<file path="src/rtl/multicycle_control_pkg.sv">
// Shared encodings for the multi-cycle MIPS control FSM: opcodes, state codes
// and the datapath select codes driven by multicycle_control.
package multicycle_control_pkg;

   localparam logic [5:0] OP_RTYPE = 6'b000000;
   localparam logic [5:0] OP_LW    = 6'b100011;
   localparam logic [5:0] OP_SW    = 6'b101011;
   localparam logic [5:0] OP_BEQ   = 6'b000100;
   localparam logic [5:0] OP_BNE   = 6'b000101;
   localparam logic [5:0] OP_ADDI  = 6'b001000;
   localparam logic [5:0] OP_J     = 6'b000010;

   typedef enum logic [3:0] {
      S_FETCH  = 4'd0,
      S_DECODE = 4'd1,
      S_MEMADR = 4'd2,
      S_MEMRD  = 4'd3,
      S_MEMWB  = 4'd4,
      S_MEMWR  = 4'd5,
      S_EXEC   = 4'd6,
      S_ALUWB  = 4'd7,
      S_BRANCH = 4'd8,
      S_ADDIEX = 4'd9,
      S_ADDIWB = 4'd10,
      S_JUMP   = 4'd11
   } state_t;

   localparam logic [1:0] ALUOP_ADD   = 2'b00;
   localparam logic [1:0] ALUOP_SUB   = 2'b01;
   localparam logic [1:0] ALUOP_FUNCT = 2'b10;

   localparam logic [1:0] BR_NONE = 2'b00;
   localparam logic [1:0] BR_BEQ  = 2'b01;
   localparam logic [1:0] BR_BNE  = 2'b10;

   localparam logic [1:0] PCS_ALU    = 2'b00;
   localparam logic [1:0] PCS_ALUOUT = 2'b01;
   localparam logic [1:0] PCS_JUMP   = 2'b10;

   localparam logic [1:0] SRCB_REGB  = 2'b00;
   localparam logic [1:0] SRCB_FOUR  = 2'b01;
   localparam logic [1:0] SRCB_IMM   = 2'b10;
   localparam logic [1:0] SRCB_IMMSH = 2'b11;

   // States that hold a memory request open until mem_ready.
   function automatic logic is_wait_state(input state_t s);
      return (s == S_FETCH) || (s == S_MEMRD) || (s == S_MEMWR);
   endfunction

endpackage

</file>
<file path="src/rtl/multicycle_control_mem_wait_timer.sv">
// Memory wait counter: counts stalled cycles and flags the last allowed one.
// TIMEOUT of 0 disables expiry (wait forever).
module mem_wait_timer #(
   parameter int TIMEOUT = 16,
   parameter int TO_W    = 5
) (
   input  logic clk,
   input  logic reset,
   input  logic clear,
   input  logic count_en,
   output logic expired
);

   logic [TO_W-1:0] cnt_q, cnt_d;

   always_comb begin
      cnt_d = cnt_q;
      if (clear)
         cnt_d = '0;
      else if (count_en)
         cnt_d = cnt_q + TO_W'(1);
   end

   always_ff @(posedge clk) begin
      if (reset)
         cnt_q <= '0;
      else
         cnt_q <= cnt_d;
   end

   generate
      if (TIMEOUT == 0) begin : g_forever
         assign expired = 1'b0;
      end else begin : g_limit
         assign expired = (cnt_q == TO_W'(TIMEOUT - 1));
      end
   endgenerate

endmodule

</file>
<file path="src/rtl/multicycle_control.sv">
// Main control FSM of the multi-cycle MIPS datapath with memory-ready stalls
// and timeout. Define MC_JUMP_EN to add the JUMP state for opcode 000010.
module multicycle_control
   import multicycle_control_pkg::*;
#(
   parameter int TIMEOUT = 16,
   parameter int TO_W    = 5
) (
   input  logic       clk,
   input  logic       reset,
   input  logic [5:0] opcode,
   input  logic       mem_ready,
   output logic       IorD,
   output logic       IRWrite,
   output logic       PCWrite,
   output logic [1:0] BranchOp,
   output logic [1:0] PCSource,
   output logic       ALUSrcA,
   output logic [1:0] ALUSrcB,
   output logic [1:0] ALUOp,
   output logic       RegDst,
   output logic       MemtoReg,
   output logic       RegWrite,
   output logic       MemRead,
   output logic       MemWrite,
   output logic       bus_error,
   output logic       illegal_op,
   output logic [3:0] state
);

   state_t     state_q, state_d;
   logic [1:0] br_q, br_d;
   logic       pending, expired, timeout, count_en, clear, illegal;

   // The counter only runs while a memory state is stalled; any move restarts it.
   assign pending  = is_wait_state(state_q) && !mem_ready;
   assign timeout  = pending && expired;
   assign count_en = pending && !expired;
   assign clear    = !count_en;

   mem_wait_timer #(.TIMEOUT(TIMEOUT), .TO_W(TO_W)) u_timer (
      .clk      (clk),
      .reset    (reset),
      .clear    (clear),
      .count_en (count_en),
      .expired  (expired)
   );

   always_comb begin
      state_d = state_q;
      br_d    = br_q;
      illegal = 1'b0;
      case (state_q)
         S_FETCH:  if (mem_ready) state_d = S_DECODE;
         S_DECODE: begin
            br_d = (opcode == OP_BNE) ? BR_BNE : BR_BEQ;
            case (opcode)
               OP_RTYPE:        state_d = S_EXEC;
               OP_LW, OP_SW:    state_d = S_MEMADR;
               OP_BEQ, OP_BNE:  state_d = S_BRANCH;
               OP_ADDI:         state_d = S_ADDIEX;
`ifdef MC_JUMP_EN
               OP_J:            state_d = S_JUMP;
`endif
               default: begin
                  state_d = S_FETCH;
                  illegal = 1'b1;
               end
            endcase
         end
         S_MEMADR: state_d = (opcode == OP_SW) ? S_MEMWR : S_MEMRD;
         S_MEMRD:  if (mem_ready) state_d = S_MEMWB;
         S_MEMWR:  if (mem_ready) state_d = S_FETCH;
         S_EXEC:   state_d = S_ALUWB;
         S_ADDIEX: state_d = S_ADDIWB;
         default:  state_d = S_FETCH;
      endcase
      if (timeout)
         state_d = S_FETCH;
   end

   always_ff @(posedge clk) begin
      if (reset) begin
         state_q <= S_FETCH;
         br_q    <= BR_NONE;
      end else begin
         state_q <= state_d;
         br_q    <= br_d;
      end
   end

   always_comb begin
      IorD       = 1'b0;
      IRWrite    = 1'b0;
      PCWrite    = 1'b0;
      BranchOp   = BR_NONE;
      PCSource   = PCS_ALU;
      ALUSrcA    = 1'b0;
      ALUSrcB    = SRCB_REGB;
      ALUOp      = ALUOP_ADD;
      RegDst     = 1'b0;
      MemtoReg   = 1'b0;
      RegWrite   = 1'b0;
      MemRead    = 1'b0;
      MemWrite   = 1'b0;
      bus_error  = 1'b0;
      illegal_op = 1'b0;
      state      = 4'd0;
      if (!reset) begin
         state     = state_q;
         bus_error = timeout;
         case (state_q)
            S_FETCH: begin
               MemRead = 1'b1;
               ALUSrcB = SRCB_FOUR;
               IRWrite = mem_ready;
               PCWrite = mem_ready;
            end
            S_DECODE: begin
               ALUSrcB    = SRCB_IMMSH;
               illegal_op = illegal;
            end
            S_MEMADR: begin
               ALUSrcA = 1'b1;
               ALUSrcB = SRCB_IMM;
            end
            S_MEMRD: begin
               MemRead = 1'b1;
               IorD    = 1'b1;
            end
            S_MEMWB: begin
               MemtoReg = 1'b1;
               RegWrite = 1'b1;
            end
            // A timed-out write cycle must not reach memory.
            S_MEMWR: begin
               MemWrite = !timeout;
               IorD     = 1'b1;
            end
            S_EXEC: begin
               ALUSrcA = 1'b1;
               ALUOp   = ALUOP_FUNCT;
            end
            S_ALUWB: begin
               RegDst   = 1'b1;
               RegWrite = 1'b1;
            end
            S_BRANCH: begin
               ALUSrcA  = 1'b1;
               ALUOp    = ALUOP_SUB;
               PCSource = PCS_ALUOUT;
               BranchOp = br_q;
            end
            S_ADDIEX: begin
               ALUSrcA = 1'b1;
               ALUSrcB = SRCB_IMM;
            end
            S_ADDIWB: RegWrite = 1'b1;
`ifdef MC_JUMP_EN
            S_JUMP: begin
               PCWrite  = 1'b1;
               PCSource = PCS_JUMP;
            end
`endif
            default: ;
         endcase
      end
   end

endmodule

</file>
<file path="config.mk">
export PLATFORM = sky130hd
export DESIGN_NAME = multicycle_control
export DESIGN_NICKNAME = d
export VERILOG_FILES = /design/src/rtl/multicycle_control_pkg.sv /design/src/rtl/multicycle_control_mem_wait_timer.sv /design/src/rtl/multicycle_control.sv
export SDC_FILE = /design/constraint.sdc
export NUM_CORES = 1
export LEC_CHECK = 0
export BUFFER_PORTS_ARGS = -buffer_cell sky130_fd_sc_hd__clkbuf_2
export CAP_MARGIN = 10
export CORE_ASPECT_RATIO = 1.1
export CORE_MARGIN = 1
export CORE_UTILIZATION = 40
export CTS_CLUSTER_SIZE = 25
export DETAILED_ROUTE_END_ITERATION = 7
export PLACE_DENSITY = 0.66
export SLEW_MARGIN = 20
export SYNTH_ARGS = -nofsm -noshare
export SYNTH_HDL_FRONTEND = slang
export SYNTH_SLANG_ARGS = --single-unit
</file>
<file path="constraint.sdc">
create_clock -name clk -period 1.9 [get_ports clk]
set_input_delay 0.285 -clock clk [delete_from_list [all_inputs] [get_ports clk]]
set_output_delay 0.285 -clock clk [all_outputs]
set_load 0.01 [all_outputs]
</file>
# Word level (Yosys, flattened, before mapping)
# Cells that the tools add are included.
dict set report word_totals {
  elab_cells 81
  regBits 11
}
dict set report classes {
  eq_ne 19
  add_sub_neg 1
  bitwise 1
  mux 36
  reduce_logical 21
}
# op count
set ops {}
lappend ops {{$pmux 4 s7} 1}
lappend ops {{$mux 1} 22}
lappend ops {{$eq 4x3->1 const B} 4}
lappend ops {{$mux 4} 4}
lappend ops {{$pmux 4 s4} 1}
lappend ops {{$reduce_or 2->1} 7}
lappend ops {{$eq 4x4->1 const B} 3}
lappend ops {{$eq 6x3->1 const B} 2}
lappend ops {{$eq 6x6->1 const B} 2}
lappend ops {{$mux 2} 5}
lappend ops {{$eq 4x2->1 const B} 2}
lappend ops {{$eq 6x4->1 const B} 1}
lappend ops {{$logic_not 6->1} 1}
lappend ops {{$ne 2x2->1 const B} 3}
lappend ops {{$pmux 2 s3} 1}
lappend ops {{$reduce_or 6->1} 1}
lappend ops {{$add 5x1->5 const B} 1}
lappend ops {{$eq 5x4->1 const B} 1}
lappend ops {{$eq 4x1->1 const B} 1}
lappend ops {{$logic_not 4->1} 1}
lappend ops {{$pmux 2 s2} 1}
lappend ops {{$reduce_or 4->1} 1}
lappend ops {{$logic_and 1x1->1} 3}
lappend ops {{$logic_not 1->1} 3}
lappend ops {{5 further kinds} 6}

# Depth between registers and ports, before layout
# Gate-level depths: netlist of the first run.
dict set report logic_depth {
  ltp_word 8
  mapped_depth 6
  depth_no_buf 6
}

# Cells and area by module
# From an unflattened synthesis of the first run, not the netlist that was laid out.
dict set report unflattened {
  cells_unflattened 130
  hier_area_um2 1008.5
}
# module instances cells_per_inst area_per_inst_um2 seq_area_each_um2
set modules_own_cells {}
lappend modules_own_cells {multicycle_control 1 106 750.7 120.1}
lappend modules_own_cells {mem_wait_timer 1 24 257.7 100.1}

# Worst setup path after synthesis of the first run
# No wires, ideal clock.
dict set report synth_timing {
  path_type {flip-flop to output port}
  start {register state_q[2]}
  end {output port PCWrite}
  path_slack_ns 0.195
  arrival_ns 1.420
  path_buffers 3
  t_required_ns 1.615
  path_stages_with_launch 7
  cell_sequence {dfxtp_1 > buf_6 > clkbuf_1 > nor2_1 > nand2_1 > nor4_1 > buf_4}
}
dict set report synth_between {
  elab_chain_cells 3
}
# element line_no
set synth_rtl {}
lappend synth_rtl {{start: declaration} multicycle_control.sv:31} ;# state_t state_q, state_d;
lappend synth_rtl {{start signal: assignment} multicycle_control.sv:87} ;# state_q <= state_d;
lappend synth_rtl {{$logic_not 4->1} --}
lappend synth_rtl {{$mux 1 (2 in a row)} --}
lappend synth_rtl {{end: declaration} multicycle_control.sv:15} ;# output logic PCWrite,
# No other way between the ends.

# Worst setup path in the final report of the first run
dict set report layout_timing {
  start {register u_timer.cnt_q[0]}
  end {output port MemWrite}
}
dict set report layout_between {
  elab_chain_cells 5
}
# element line_no
set layout_rtl {}
lappend layout_rtl {{start: declaration} multicycle_control_mem_wait_timer.sv:14} ;# logic [TO_W-1:0] cnt_q, cnt_d;
lappend layout_rtl {{start signal: assignment} multicycle_control_mem_wait_timer.sv:28} ;# cnt_q <= cnt_d;
lappend layout_rtl {{$eq 5x4->1} multicycle_control_mem_wait_timer.sv:35} ;# assign expired = (cnt_q == TO_W'(TIMEOUT - 1));
lappend layout_rtl {{$logic_and 1x1->1} multicycle_control.sv:37} ;# assign timeout = pending && expired;
lappend layout_rtl {{$logic_not 1->1} multicycle_control.sv:137} ;# MemWrite = !timeout;
lappend layout_rtl {{$mux 1} multicycle_control.sv:112} ;# case (state_q)
lappend layout_rtl {{$mux 1} multicycle_control.sv:109} ;# if (!reset) begin
lappend layout_rtl {{end: declaration} multicycle_control.sv:25} ;# output logic MemWrite,
# No other way between the ends.

==> summary.md, run 1 <==
| Metric | Value |
|---|---|
| Vias in the first global route | 815 |
| Final HPWL DP | 1520 um |
| CTS max path bufs | 2 |
| CTS clk-pin slew, worst paths | 0.07 ns |
| Commonest non-fill, non-tap cell in the layout | clkbuf_2 |
| Area grow syn2layout | 33.8% |
| Worst setup path start | u_timer.cnt_q[0] |
| Distinct cell type count after synthesis | 40 |
| Setup violators final | 0 |
| Pleak | 0.528 nW |
| Total CTS buffers | 3 |
| Final Cell Area | 0.00119 mm2 |
| Max-cap violations | 0 |
| WL final | 2070 um |
| Worst Path Arrival | 1.56 ns |
| Slowest cell on the critical path | dfxtp_2 |
| Total number of vias | 950 |
| Initial antenna violation count | 0 |
| Seq pwr share | 0.473 |
| Residual DRC count | 0 |
| Gate power share | 0.224 |
| Net Switching | 142 uW |
| Int Pwr | 369 uW |
| Routability-driven placement congestion ratio | 0.814 |
| H-tree depth | 1 |
| # diodes | 0 |
| Root buf cell | clkbuf_4 |
| Tot GR Track Use | 0.187 |
| Vias per cell | 5.28 |
| Total core area | 0.00206 mm2 |
| Tcrit/Tclk final | 0.973 |
| Peak VDD IR | 0.000411 V |
| First-pass iteration count of the detailed router | 4 |
| Worst setup EP type | primary output |
| Worst path bufs/invs | 1 |
| GR Overflow Total | 0 |
| Status | complete, no violations |
| Yosys Warn Count | 0 |
| Area after DPL | 0.00106 mm2 |
| Pwr per Cell Area | 428 mW/mm2 |
| Die ar. | 0.00243 mm2 |
| Yosys reg bits | 11 |
| Final net count | 164 |
| CTS tree | built |
| Worst r2r src | state_q[0] |
| Switching Share | 0.278 |
| Maximum operating frequency | 541 MHz |
| Die X | 47.1 um |
| Layout cells sized above 1 | 0.408 |
| Crit-path leading delay family | flip-flops |
| Post-CTS Hold Fix Bufs | 0 |
| CTS Sinks | 11 |
| Setup Skew | 0.00170 ns |
| Max Slew Vio Count | 0 |
| Hold Path Class | input port to flip-flop |
| Row cnt | 17 |
| Final min period | 1.85 ns |
| Clock Power Share | 0.303 |
| Synth Instances | 116 |
| # port buffers | 30 |
| Sequential element share of the synthesized area | 0.246 |
| WL/cell | 11.5 um |
| Unrepaired setup endpoints after global routing | no |
| Starting Density | 0.433 |
| Fin. Hold Viols | 0 |
| Crit-path max FO | 3 |
| Worst Path Required | 1.62 ns |
| DP Worst Slack | 0.0494 ns |
| ANT nets after route | 0 |
| Element type at the critical path start | flip-flop |
| Setup Crit Path Kind | flip-flop to primary output |
| Hold Startpoint | reset |
| Clk_lat worst skew | 0.26 ns |
| Final Hold Slack | 0.327 ns |
| Largest net degree at the start of global routing | 15 |
| Most frequent cells in the layout | clkbuf_2, nor2_1, buf_4 |
| CP dominant cell by count | ha_4 |
| Cells along the critical path | ha_4, and3_4, ha_4, a31o_4, nor3_2, buf_2 |
| Mapped Area | 893 um2 |
| Worst setup margin | 0.0509 ns |
| Critical Path Max Stage Delay | 0.34 ns |
| DR iter-0 viols | 16 |
| Avg Cell Area, Syn | 7.70 um2 |
| Net Count, Synth | 127 |
| Die height | 51.6 um |
| # IOs | 32 |
| First-pass GRT wire length | 3350 um |
path summary, 6_finish.rpt:
check,end,slack [ns],depth (start not counted)
setup / recovery,MemWrite,0.05,6
hold / removal,br_q[1],0.33,2
setup reg to reg,br_q[0],0.43,7
hold reg to reg,br_q[1],0.48,2
synthesized netlist by cell type (all sizes together):
cell type	n	area, um2
xnor2	1	8.76
o31ai	1	7.51
a21oi	5	25.0
inv	4	15.0
nor2b	4	25.0
xor2	3	26.3
and3b	1	8.76
dfxtp	11	220
a311o	1	10.0
nand2	3	11.3
a211oi	1	7.51
a32oi	1	8.76
o21ai	4	20.0
nor3	7	40.0
nor2	17	63.8
and4b	1	10.0
a21boi	1	7.51
conb	1	3.75
o41ai	1	16.3
nand3	4	20.0
and2	2	12.5
ha	2	25.0
a311oi	2	17.5
mux2i	1	10.0
nor4	8	56.3
buf	7	57.6
or4	1	11.3
nand2b	9	56.3
o22a	2	17.5
nor4b	1	8.76
clkbuf	3	21.3
and3	4	26.3
and4	1	8.76
a31o	1	8.76
final cells by class:
type / instances / area, um2
well taps: 28 / 35.0
repair buffers: 42 / 244
fillers: 193 / 868
multi-input cells: 91 / 649
inverters: 4 / 15.0
flip-flops and latches: 11 / 225
clock buffers: 4 / 26.3
kinds of logic after synthesis:
logic type / share of synthesized area
buffers and inverters: 0.105
flip-flops: 0.246
AO/OA/AOI/OAI: 0.164
adder cells (fa/ha/maj): 0.0280
other: 0.00420
XOR/XNOR: 0.0392
AND/OR/NAND/NOR: 0.402
multiplexers: 0.0112
worst reg2reg max path, stage by stage, from the launching register on:
cell      delay [ns]
dfxtp_2         0.36
buf_6           0.16
nand2b_1        0.09
buf_4           0.17
nor3_4          0.19
buf_4           0.14
nor2_1          0.04
a311oi_1        0.24
stage by stage:
stage	setup TNS [ns]	power [mW]	instances	utilization
final	0	0.511	180	0.579
after CTS	-0.0197	0.508	178	0.563
after floorplan	0	0.310	116	-
after detailed placement	0	0.345	172	0.514
after global routing	0	0.540	180	0.579
after global placement	0	0.342	172	0.514
flip-flops by register name (all words and copies together) (netlist names):
| name | cells |
|---|---|
| u_timer.cnt_q | 5 |
| state_q | 4 |
| br_q | 2 |
repair_timing:
item | in CTS | in global routing
gates resized for setup | 11 | 7
pin swaps | 3 | 5
endpoints found under the setup margin | 1 | 6
setup buffers | 2 | 2
per-layer routing:
metal	part of all wire	track usage	vias to the layer above	wire, um
met4	0.0068	0.0571	0	14
met3	0.056	0.0313	2	116
met2	0.46	0.296	34	955
li1	-	-	487	-
met1	0.47	0.256	427	977
met5	0	0	-	0
power groups by stage:
| stage | Combinational [mW] | Clock, mW | Sequential (mW) |
|---|---|---|---|
| after global placement | 0.0976 | 0 | 0.244 |
| after floorplan | 0.0659 | 0 | 0.245 |
| final | 0.115 | 0.155 | 0.242 |
| after global routing | 0.127 | 0.171 | 0.242 |
| after detailed placement | 0.100 | 0 | 0.245 |
| after CTS | 0.108 | 0.159 | 0.241 |
(Power assumes the default switching activity.)
==> run 2, diff against run 1 <==
--- a/config.mk
+++ b/config.mk
@@ -12,8 +12,9 @@
 export CORE_UTILIZATION = 40
 export CTS_CLUSTER_SIZE = 25
 export DETAILED_ROUTE_END_ITERATION = 7
-export PLACE_DENSITY = 0.66
+export PLACE_DENSITY = 0.64
 export SLEW_MARGIN = 20
 export SYNTH_ARGS = -nofsm -noshare
 export SYNTH_HDL_FRONTEND = slang
+export SYNTH_HIERARCHICAL = 1
 export SYNTH_SLANG_ARGS = --single-unit
==> run 2 against run 1 <==
  * Non-clock buffer count is 8 higher
  * Highest routed layer unchanged
  * Critical path type unchanged
  * Largest power group unchanged
  * Routed wire length rose by 36%
  * Clock skew fell by 0.0013 ns
==> summary.md, run 2 <==
| Metric | Value |
|---|---|
| # diodes | 0 (unchanged) |
| Post-layout util | 0.614 (+0.0352) |
| Routability-driven placement congestion ratio | 0.834 (+2.4%) |
| Final HPWL DP | 1900 um (+25%) |
| Die ar. | 0.00273 mm2 (+12%) |
| FF/Latch Area | 229 um2 (+1.7%) |
| Synth Flop Type | dfxtp_1 |
| DP Worst Slack | 0.101 ns (+0.0512 ns) |
| Total number of vias | 1076 (+13%) |
| WL/cell | 13.9 um (+21%) |
| Largest net degree at the start of global routing | 17 (+2) |
| Sequential element share of the synthesized area | 0.218 (-0.0281) |
| Peak VDD IR | 0.000235 V (-43%) |
| Max Slew Vio Count | 0 (unchanged) |
| Top reg by flops | u_timer/cnt_q |
| Max-cap violations | 0 (unchanged) |
| # IOs | 32 (unchanged) |
| Vias per cell | 5.33 (+0.93%) |
| Commonest non-fill, non-tap cell in the layout | clkbuf_2 |
| Worst setup margin | 0.0414 ns (-0.00957 ns) |
| Most frequent cell after synthesis | nor2_1 |
| Filler instances | 210 (+8.8%) |
| CTS max path bufs | 2 (unchanged) |
| Yosys reg bits | 11 (unchanged) |
| Post-synth EDFFs | 0 (unchanged) |
| Element type at the critical path start | flip-flop |
| Hold Path Class | input port to flip-flop |
| # placed instances | 188 (+9.3%) |
| Area contributors post-synth | dfxtp_1, nor2_1, nor2b_1, a211oi_1, nand2b_1 |
| Setup Skew | 0.000372 ns (-0.00133 ns) |
| Worst Path Required | 1.62 ns (about the same) |
| CTS tree | built |
| Crit-path max FO | 7 (+4) |
| Starting Density | 0.435 (+0.00175) |
| Largest registers | u_timer/cnt_q: 5 flops, state_q: 4 flops, br_q: 2 flops |
| Most frequent cells in the layout | clkbuf_2, buf_4, nor2_1 |
| Status | complete, no violations |
| Synth Instances | 130 (+12%) |
| GR Overflow Total | 0 (unchanged) |
| Asr flop ratio synth | 0 (unchanged) |
| # port buffers | 30 (unchanged) |
| Area grow syn2layout | 41.3% |
| Net Count, Synth | 141 (+11%) |
| Pleak | 0.613 nW (+16%) |
| Footprint of the multi-input gates | 781 um2 (+20%) |
| First-pass GRT wire length | 4040 um (+21%) |
| CTS clk-pin slew, worst paths | 0.06 ns (about the same) |
| Largest area contributor in the netlist | dfxtp_1 |
| Final min period | 1.86 ns (+0.00957 ns) |
| Residual DRC count | 0 (unchanged) |
| Row cnt | 18 (+1) |
| Yosys Warn Count | 6 (+6) |
| Mapped Area | 0.00101 mm2 (+13%) |
| Total CTS buffers | 3 (unchanged) |
| Final net count | 184 (+12%) |
| Root buf cell | clkbuf_4 |
| CTS Sinks | 11 (unchanged) |
| DR iter-0 viols | 13 (-3) |
| Maximum operating frequency | 538 MHz (-0.51%) |
| Layout cells sized above 1 | 0.459 (+0.0514) |
| Fin. Hold Viols | 0 (unchanged) |
| Total core area | 0.00232 mm2 (+12%) |
| Setup tns final | 0 ns (unchanged) |
| Vias in the first global route | 957 (+17%) |
| ANT nets after route | 0 (unchanged) |
| Max reg flops | 5 (unchanged) |
| Fin cells | 202 (+12%) |
| Distinct cell type count after synthesis | 46 (+15%) |
| Tcrit/Tclk final | 0.978 (+0.00504) |
| First-pass iteration count of the detailed router | 4 (unchanged) |
| Die height | 54.7 um (+6.0%) |
| Clk_lat worst skew | 0.26 ns (about the same) |
| Yosys top cell area share | 0.218 (-0.0281) |
| Worst setup EP type | primary output |
| Setup Crit Path Kind | flip-flop to primary output |
| Pwr per Cell Area | 419 mW/mm2 (-2.0%) |
| Unrepaired setup endpoints after global routing | yes |
| Tot GR Track Use | 0.195 (+0.00778) |
| Post-CTS Hold Fix Bufs | 0 (unchanged) |
| Avg Cell Area, Syn | 7.76 um2 (+0.73%) |
| H-tree depth | 1 (unchanged) |
| WL final | 2810 um (+36%) |
| Initial antenna violation count | 0 (unchanged) |
| Worst Path Arrival | 1.57 ns (about the same) |
| Post-synth top cells | nor2_1, dfxtp_1, nor2b_1 |
| Die X | 49.9 um (+6.0%) |
| Setup violators final | 0 (unchanged) |
[run 2: stage by stage]
stage	hold WS (ns)	cell area (um2)	total power, mW
floorplan	0.442	1010	0.351
global placement	0.459	1200	0.390
detailed placement	0.470	1200	0.394
CTS	0.365	1250	0.553
global route	0.401	1430	0.632
finish	0.369	1430	0.598
[run 2: where the power goes]
part | switching (mW) | internal, mW | leakage [nW]
Combinational | 0.0983 | 0.0994 | 0.506
Sequential | 0.00884 | 0.238 | 0.0918
Clock | 0.0715 | 0.0811 | 0.0150
[run 2: logic make-up after synthesis]
group           Yosys count  synth area share
flops                    11             0.218
other cells               1           0.00372
mux                       4            0.0447
simple gates             67             0.398
fa+ha+maj                 2            0.0248
xor+xnor                  3            0.0261
buf+inv                  16            0.0893
compound gates           26             0.195
[run 2: critical path, cell delays in order, from the launching register on]
cell,delay [ns]
dfxtp_2,0.44
buf_4,0.20
nor2b_1,0.34
nand2_1,0.11
nor2_1,0.09
clkbuf_2,0.13
[run 2: routing by layer]
| layer | vias to the layer above | wire length (um) | GRT usage |
|---|---|---|---|
| met5 | - | 0 | 0 |
| met4 | 0 | 29 | 0.0857 |
| met3 | 4 | 46 | 0.0167 |
| met2 | 18 | 1560 | 0.390 |
| met1 | 506 | 1180 | 0.211 |
| li1 | 548 | - | - |
[run 2: path summary, 6_finish.rpt]
path	start	cells after the start	endpoint	slack, ns
max	state_q[1]	5	ALUOp[1]	0.04
min	opcode[0]	3	br_q[1]	0.37
max reg2reg	state_q[2]	6	u_timer/cnt_q[4]	0.10
min reg2reg	br_q[1]	2	br_q[1]	0.48
[run 2: layout make-up]
class                           count  share of cell area
Sequential cell                    11               0.161
Timing Repair Buffer               50               0.236
Inverter                            4              0.0105
Multi-Input combinational cell    103               0.548
Tap cell                           30              0.0263
Clock buffer                        4              0.0184
[run 2: repair_timing]
action / CTS / global route
gates resized for setup: 7 / 21
pin swaps: 0 / 4
endpoints found under the setup margin: 4 / 10
cloned: 0 / 1
setup buffers: 2 / 7
